<file path="src/rtl/ika9958_vram_slot_arbiter.sv">
// VRAM access-slot arbiter: assigns each slot to display, refresh, CPU or command engine,
// holds the grant for SLOT_LEN enabled cycles and acks CPU/command on the last slot cycle.
module ika9958_vram_slot_arbiter #(
    parameter int unsigned SLOT_LEN   = 8,
    parameter int unsigned CMD_STARVE = 2
) (
    input  logic       i_phiA,
    input  logic       i_HRST_n,
    input  logic       i_phiA_NCEN,
    input  logic       i_slot_start,
    input  logic [1:0] i_slot_type,
    input  logic       i_disp_en,
    input  logic       i_cpu_req,
    input  logic       i_cpu_wr,
    input  logic       i_cmd_req,
    input  logic       i_cmd_wr,
    output logic [3:0] o_gnt,
    output logic       o_we,
    output logic       o_cpu_ack,
    output logic       o_cmd_ack,
    output logic       o_busy,
    output logic       o_ovr
);

    localparam logic [3:0] CNT_LOAD   = 4'(SLOT_LEN - 1);
    localparam logic [3:0] STARVE_LIM = 4'(CMD_STARVE);

    localparam logic [3:0] GNT_DISP = 4'b0001;
    localparam logic [3:0] GNT_RFSH = 4'b0010;
    localparam logic [3:0] GNT_CPU  = 4'b0100;
    localparam logic [3:0] GNT_CMD  = 4'b1000;

    typedef enum logic {IDLE, ACCESS} state_t;

    state_t     state_q;
    logic [3:0] cnt_q;
    logic [3:0] starve_q;
    logic [3:0] gnt_q;
    logic       we_q;
    logic       cpu_ack_q;
    logic       cmd_ack_q;
    logic       ovr_q;

    logic       free_slot;
    logic       cmd_win;
    logic       cpu_win;
    logic       slot_go;
    logic [3:0] gnt_d;
    logic       we_d;
    logic [3:0] starve_d;

    // Owner decision for a slot starting on this edge; only consumed when slot_go is set.
    always_comb begin
        free_slot = (i_slot_type == 2'b00) || ((i_slot_type != 2'b10) && !i_disp_en);
        cmd_win   = free_slot && i_cmd_req && (!i_cpu_req || (starve_q >= STARVE_LIM));
        cpu_win   = free_slot && i_cpu_req && !cmd_win;
        slot_go   = i_slot_start && ((state_q == IDLE) || (cnt_q == '0));

        gnt_d = '0;
        we_d  = 1'b0;
        if (i_slot_type == 2'b10) begin
            gnt_d = GNT_RFSH;
        end else if (!free_slot) begin
            gnt_d = GNT_DISP;
        end else if (cmd_win) begin
            gnt_d = GNT_CMD;
            we_d  = i_cmd_wr;
        end else if (cpu_win) begin
            gnt_d = GNT_CPU;
            we_d  = i_cpu_wr;
        end

        starve_d = starve_q;
        if (!i_cmd_req || cmd_win) begin
            starve_d = '0;
        end else if (cpu_win && (starve_q != '1)) begin
            starve_d = starve_q + 4'd1;
        end
    end

    always_ff @(posedge i_phiA or negedge i_HRST_n) begin
        if (!i_HRST_n) begin
            state_q   <= IDLE;
            cnt_q     <= '0;
            starve_q  <= '0;
            gnt_q     <= '0;
            we_q      <= 1'b0;
            cpu_ack_q <= 1'b0;
            cmd_ack_q <= 1'b0;
            ovr_q     <= 1'b0;
        end else if (i_phiA_NCEN) begin
            if (slot_go) begin
                state_q   <= ACCESS;
                cnt_q     <= CNT_LOAD;
                gnt_q     <= gnt_d;
                we_q      <= we_d;
                starve_q  <= starve_d;
                cpu_ack_q <= 1'b0;
                cmd_ack_q <= 1'b0;
            end else if (state_q == ACCESS) begin
                if (cnt_q == '0) begin
                    state_q   <= IDLE;
                    gnt_q     <= '0;
                    we_q      <= 1'b0;
                    cpu_ack_q <= 1'b0;
                    cmd_ack_q <= 1'b0;
                end else begin
                    cnt_q <= cnt_q - 4'd1;
                    // Ack is registered one edge early so it lines up with cnt==0.
                    cpu_ack_q <= (cnt_q == 4'd1) && gnt_q[2];
                    cmd_ack_q <= (cnt_q == 4'd1) && gnt_q[3];
                    if (i_slot_start) begin
                        ovr_q <= 1'b1;
                    end
                end
            end
        end
    end

    assign o_gnt     = gnt_q;
    assign o_we      = we_q;
    assign o_cpu_ack = cpu_ack_q;
    assign o_cmd_ack = cmd_ack_q;
    assign o_busy    = (state_q == ACCESS);
    assign o_ovr     = ovr_q;

endmodule

</file>
<file path="config.mk">
export PLATFORM = sky130hd
export DESIGN_NAME = ika9958_vram_slot_arbiter
export DESIGN_NICKNAME = d
export VERILOG_FILES = /design/src/rtl/ika9958_vram_slot_arbiter.sv
export SDC_FILE = /design/constraint.sdc
export NUM_CORES = 1
export LEC_CHECK = 0
export CORE_AREA = 2 2 54 51
export CTS_BUF_LIST = sky130_fd_sc_hd__clkbuf_8
export DETAILED_ROUTE_END_ITERATION = 6
export DIE_AREA = 0 0 56 53
export GPL_ROUTABILITY_DRIVEN = 0
export HOLD_SLACK_MARGIN = 0.02
export PLACE_DENSITY = 0.6
export SYNTH_ARGS = -nofsm -noshare
export SYNTH_HDL_FRONTEND = slang
export SYNTH_SLANG_ARGS = --single-unit
</file>
<file path="constraint.sdc">
create_clock -name i_phiA -period 1.7 [get_ports i_phiA]
set_input_delay 0.425 -clock i_phiA [delete_from_list [all_inputs] [get_ports i_phiA]]
set_output_delay 0.425 -clock i_phiA [all_outputs]
set_load 0.005 [all_outputs]
</file>
After elaboration in Yosys (flattened, before gate mapping) --
Index checks and enable logic that the tools add are counted. Widths: inputs -> output; s select.
Cells by class: add/sub/neg operators 2, order comparisons 1, equal/unequal tests 5, multiplexer cells 28, bitwise gates (word level) 3, reductions and logical operators 27
Operators by type and width (count):
- $mux 4 | 11
- $mux 1 | 16
- $logic_and 1x1->1 | 9
- $reduce_and 3->1 | 3
- $reduce_bool 2->1 | 3
- $reduce_and 5->1 | 1
- $add 4x1->4 const B | 1
- $eq 4x1->1 const B | 1
- $ge 4x2->1 const B | 1
- $logic_not 1->1 | 4
- $logic_not 4->1 | 1
- $logic_or 1x1->1 | 4
- $ne 2x2->1 const B | 2
- $ne 4x4->1 const B | 1
- $sub 4x1->4 const B | 1
- $mux 3 | 1
- $not 1->1 | 3
- $eq 2x2->1 const B | 1
- $logic_not 2->1 | 1
- $reduce_and 2->1 | 1
Word-level totals: flip-flop bits (word level) 17, input port bits 11, output and inout bits 9, logic and storage cells 74

Logic depth before layout (Yosys ltp) --
depth after elaboration 12, depth in mapped cells 6, depth with buffers taken out 6

Least setup slack after synthesis --
No wires, ideal clock.
path type register to register, start register starve_q[1], end register we_q, in the netlist o_we, setup time 125 ps, arrival 1456 ps, slack 119 ps, stages on the path, launching flop included 6, buffers on the path 0, clock period less this slack 1581 ps, cell sequence dfrtp_1 -> ha_1 -> or3_4 -> o31ai_4 -> mux2i_1 -> o21ai_2
On the way: cells in the longest elaborated chain, start to end 10
Ends and longest elaborated chain:
- from (decl) | line 37 | logic [3:0] starve_q;
- from (signal assigned) | line 97 | starve_q <= starve_d;
- $ge 4x2->1 * | line 55 | cmd_win = free_slot && i_cmd_req && (!i_cpu_req || (starve_q >= STARVE_LIM));
- $logic_or 1x1->1 * | line 55
- $logic_and 1x1->1 * | line 55
- $logic_not 1->1 | line 56 | cpu_win = free_slot && i_cpu_req && !cmd_win;
- $logic_and 1x1->1 | line 56
- $mux 1 | line 68 | end else if (cpu_win) begin
- $mux 1 * | line 65 | end else if (cmd_win) begin
- $mux 1 * | line 63 | end else if (!free_slot) begin
- $mux 1 * | line 61 | if (i_slot_type == 2'b10) begin
- $mux 1 * | line 92 | if (slot_go) begin
- to (signal assigned) | line 96 | we_q <= we_d;
- to (decl) | line 39 | logic we_q;
Mark *: on every way between the ends. The rest lies on a longest branch, timed or not. A chain may end at the register's enable or synchronous reset.

Worst setup path after layout --
start register starve_q[0], end register we_q, in the netlist o_we
Same word-level chain as after synthesis.

==> impl_table.tex <==
\begin{tabular}{lr}
\hline
Metric & Value \\
\hline
\multicolumn{2}{l}{\textbf{Status}} \\
\quad Result of the run & complete, no violations \\
\multicolumn{2}{l}{\textbf{Route}} \\
\quad Initial DRC Count & 13 \\
\quad Wire length reported by the detailed router & 2299 um \\
\quad Routed length per placed instance & 14.93 um \\
\quad ANT nets after route & 0 \\
\quad Overall via count from detail\_route & between 800 and 900 \\
\quad Via-to-Cell Ratio & 5.312 \\
\quad Residual DRC & 0 \\
\quad Length of the first detailed-routing pass in iterations & 4 \\
\multicolumn{2}{l}{\textbf{Worst setup path}} \\
\quad Crit-path max cell delay & 390 ps \\
\quad CP startpoint kind & flip-flop \\
\quad Crit-path cells & inv\_2, ha\_4, or3\_4, o31ai\_4, mux2i\_1, o21ai\_2 \\
\quad Worst setup path class & reg -> reg \\
\quad Cells on worst reg2reg path & 6 \\
\quad Cell with the biggest individual delay on the critical path & sky130\_fd\_sc\_hd\_\_dfrtp\_1 \\
\quad Capturing element type of the critical path & flip-flop \\
\quad Required time of the critical path & 1840 ps \\
\quad Crit path max fanout & 3 \\
\quad Data arrival time of the worst path & 1760 ps \\
\multicolumn{2}{l}{\textbf{Synthesis}} \\
\quad Most frequently used flop master after synthesis & sky130\_fd\_sc\_hd\_\_dfrtp\_1 \\
\quad Area of the mapped netlist & 910.9 um2 \\
\quad Fraction of post-synthesis cell area in the top cell type by area & 0.4670 \\
\quad Leading post-synthesis cells by cell area & sky130\_fd\_sc\_hd\_\_dfrtp\_1 47\%, sky130\_fd\_sc\_hd\_\_ha\_1 5.5\%, sky130\_fd\_sc\_hd\_\_mux2i\_1 3.3\% \\
\quad Gate count of the mapped netlist & 88 \\
\quad Count of different cell masters after synthesis & 32 \\
\quad Ys async rst share & 1.000 \\
\quad Most area-hungry cell type in the Yosys netlist & sky130\_fd\_sc\_hd\_\_dfrtp\_1 \\
\quad Synth Area per Inst & 10.35 um2 \\
\quad Syn\_nets & 103 \\
\quad Number of enable-type register cells in the synthesized netlist & 0 \\
\quad Total of warnings raised by yosys & 0 \\
\quad Sequential cell area fraction in the yosys report & 0.4670 \\
\quad Synthesized flop and latch total & 17 \\
\multicolumn{2}{l}{\textbf{Floorplanning}} \\
\quad Row count & 17 \\
\quad Core area & 2382 um2 \\
\quad Overall die area & 2968 um2 \\
\quad Starting density of the core & 0.3824 \\
\quad Count of boundary I/O pins & 20 \\
\quad Die width & 56 um \\
\quad Height of the chip & 53 um \\
\multicolumn{2}{l}{\textbf{Layout}} \\
\quad Number of fill cells & 225 \\
\quad Layout cells sized above 1 & 0.2698 \\
\quad Diodes inserted & 0 \\
\quad Area used by sequential logic in the layout & between 400 and 500 um2 \\
\quad Finished Core Util & 0.5646 \\
\quad Design Area, Final & approximately 1300 um2 \\
\quad Most common library cell in the layout ignoring fill and taps & sky130\_fd\_sc\_hd\_\_clkdlybuf4s50\_1 \\
\quad Nets & 142 \\
\quad Total area of multi-input combinational cells & around 500 um2 \\
\quad Highest-count cells in the layout ignoring fill and taps & 19 x sky130\_fd\_sc\_hd\_\_clkdlybuf4s50\_1, 17 x sky130\_fd\_sc\_hd\_\_buf\_4, 16 x sky130\_fd\_sc\_hd\_\_dfrtp\_1, 6 x sky130\_fd\_sc\_hd\_\_nand2\_1, 6 x sky130\_fd\_sc\_hd\_\_o21ai\_0 \\
\quad Synth-to-Final Area Change & 47.66\% \\
\multicolumn{2}{l}{\textbf{Pwr}} \\
\quad Leak & 0.5890 nW \\
\quad Power Density & $\sim$1100 nW/um2 \\
\quad Final Power & roughly 1.5 mW \\
\quad Max IR drop VDD & 0.7992 mV \\
\multicolumn{2}{l}{\textbf{Place}} \\
\quad Post-detail-place hpwl & 1721 um \\
\quad Post-Place Setup Slack & -250.5 ps \\
\quad Standard cell area after detailed placement & 1256 um2 \\
\quad Count of buffers from port buffering & 19 \\
\multicolumn{2}{l}{\textbf{STA}} \\
\quad Final clock skew & 2.587 ps \\
\quad Max-slew headroom & 0.8057 \\
\quad Number of endpoints with negative hold slack in the final report & 0 \\
\quad Crit path time final & 1617 ps \\
\quad Worst Hold Margin & 473.2 ps \\
\quad Final worst path period share & 0.9514 \\
\quad \# setup viols final & 0 \\
\quad Pin slew with the least headroom to its limit & 289.2 ps \\
\quad Fmax & 618.3 MHz \\
\quad Final WS setup & 82.56 ps \\
\quad Fin. max-slew vios & 0 \\
\multicolumn{2}{l}{\textbf{Global routing}} \\
\quad Global Route Usage Sum & 0.1771 \\
\quad Wire length of the first global-routing pass & 4036 um \\
\quad Remaining global-route overflow & 0 \\
\quad Largest net degree at the start of global routing & 18 \\
\quad Vias in the first global route & between 800 and 900 \\
\quad Initial antenna violation count & 0 \\
\multicolumn{2}{l}{\textbf{Clock network}} \\
\quad Insertion delay to the later sink of the worst-skew pair & 250 ps \\
\quad Clock transition at the register clock pins on the worst setup and hold paths after CTS & roughly 70 ps \\
\quad Number of instances resized during post-cts repair & 0 \\
\quad Number of clock buffers inserted by TritonCTS & 3 \\
\quad Setup fix buffers added after clock tree synthesis & 0 \\
\quad Clk buf depth & 2 \\
\quad Clock root buffer master & sky130\_fd\_sc\_hd\_\_clkbuf\_8 \\
\quad Hold buffers post-CTS & 0 \\
\quad H-tree depth & 1 \\
\quad Clock tree from TritonCTS & done \\
\quad Number of sinks driven by the clock tree & 17 \\
\multicolumn{2}{l}{\textbf{Min path}} \\
\quad Worst min-delay path class & reg -> reg \\
\quad Hold path depth & 1 \\
\multicolumn{2}{l}{\textbf{Job}} \\
\quad Number of max-cap violations & 0 \\
\hline
\end{tabular}
-- worst max-delay path, delay by kind of cell, from the launching register on --
family | cells | cell delay, ps
AO/OA/AOI/OAI | 2 | 280
adder cells (fa/ha/maj) | 1 | 160
multiplexers | 1 | 250
flip-flops | 1 | 390
AND/OR/NAND/NOR | 1 | 340
buffers and inverters | 1 | 80
-- power by group --
part	leakage (nW)	internal, mW	switching (mW)
Clock	0.0255	0.163	0.140
Sequential	0.211	0.504	0.118
Combinational	0.352	0.333	0.271
-- stage by stage --
step	setup TNS, ps	instances
finish	0	154
CTS	0	154
global route	-1.942	154
detailed placement	-1210	150
floorplan	0	88
global placement	-802.4	150
-- routing by layer --
layer | track usage | vias to the layer above | routed length, um
li1 | - | 408 | -
met1 | 0.2061 | 391 | 1018
met2 | 0.3235 | 15 | 1142
met3 | 0.04890 | 4 | 98
met4 | 0.04762 | 0 | 40
met5 | 0 | - | 0
-- worst paths after layout --
path,slack (ps),end,startpoint
setup / recovery,80,o_we$_DFFE_PN0P_,starve_q[0]$_DFFE_PN0P_
setup reg to reg,80,o_we$_DFFE_PN0P_,starve_q[0]$_DFFE_PN0P_
min in group asynchronous,490,o_cpu_ack$_DFFE_PN0P_,i_HRST_n
max in group asynchronous,1000,o_busy$_DFFE_PN0P_,i_HRST_n
hold reg to reg,470,o_ovr$_DFFE_PN0P_,o_ovr$_DFFE_PN0P_
hold / removal,470,o_ovr$_DFFE_PN0P_,o_ovr$_DFFE_PN0P_
-- cells by family after synthesis --
family          count (synthesis)  share of synthesized area
flops                          17                     0.4670
compound gates                 29                     0.2349
simple gates                   27                     0.1772
fa+ha+maj                       4                    0.05495
buf+inv                         8                    0.03297
mux                             3                    0.03297
-- synth_stat cells (3+ instances only) --
master                    instances
sky130_fd_sc_hd__dfrtp_1         17
sky130_fd_sc_hd__a31oi_1          3
sky130_fd_sc_hd__a22o_1           3
sky130_fd_sc_hd__inv_1            6
sky130_fd_sc_hd__nor3_1           3
sky130_fd_sc_hd__a21oi_1          4
sky130_fd_sc_hd__nor2_1           3
sky130_fd_sc_hd__mux2i_1          3
sky130_fd_sc_hd__o21ai_0          6
sky130_fd_sc_hd__nand2_1          6
sky130_fd_sc_hd__ha_1             4
sky130_fd_sc_hd__nand3_1          3
-- area by class of cell --
type,instances,area share
clock buffers,3,0.03070
clock inverters,1,0.003721
inverters,6,0.01674
multi-input cells,63,0.3693
flip-flops and latches,17,0.3172
well taps,28,0.02605
repair buffers,36,0.2363
-- sequential cells by signal, indices dropped and copies added (netlist names) --
register	count
cnt_q	4
o_gnt	4
starve_q	4
o_busy	1
o_cmd_ack	1
o_cpu_ack	1
o_ovr	1
o_we	1
(Power assumes the default switching activity.)
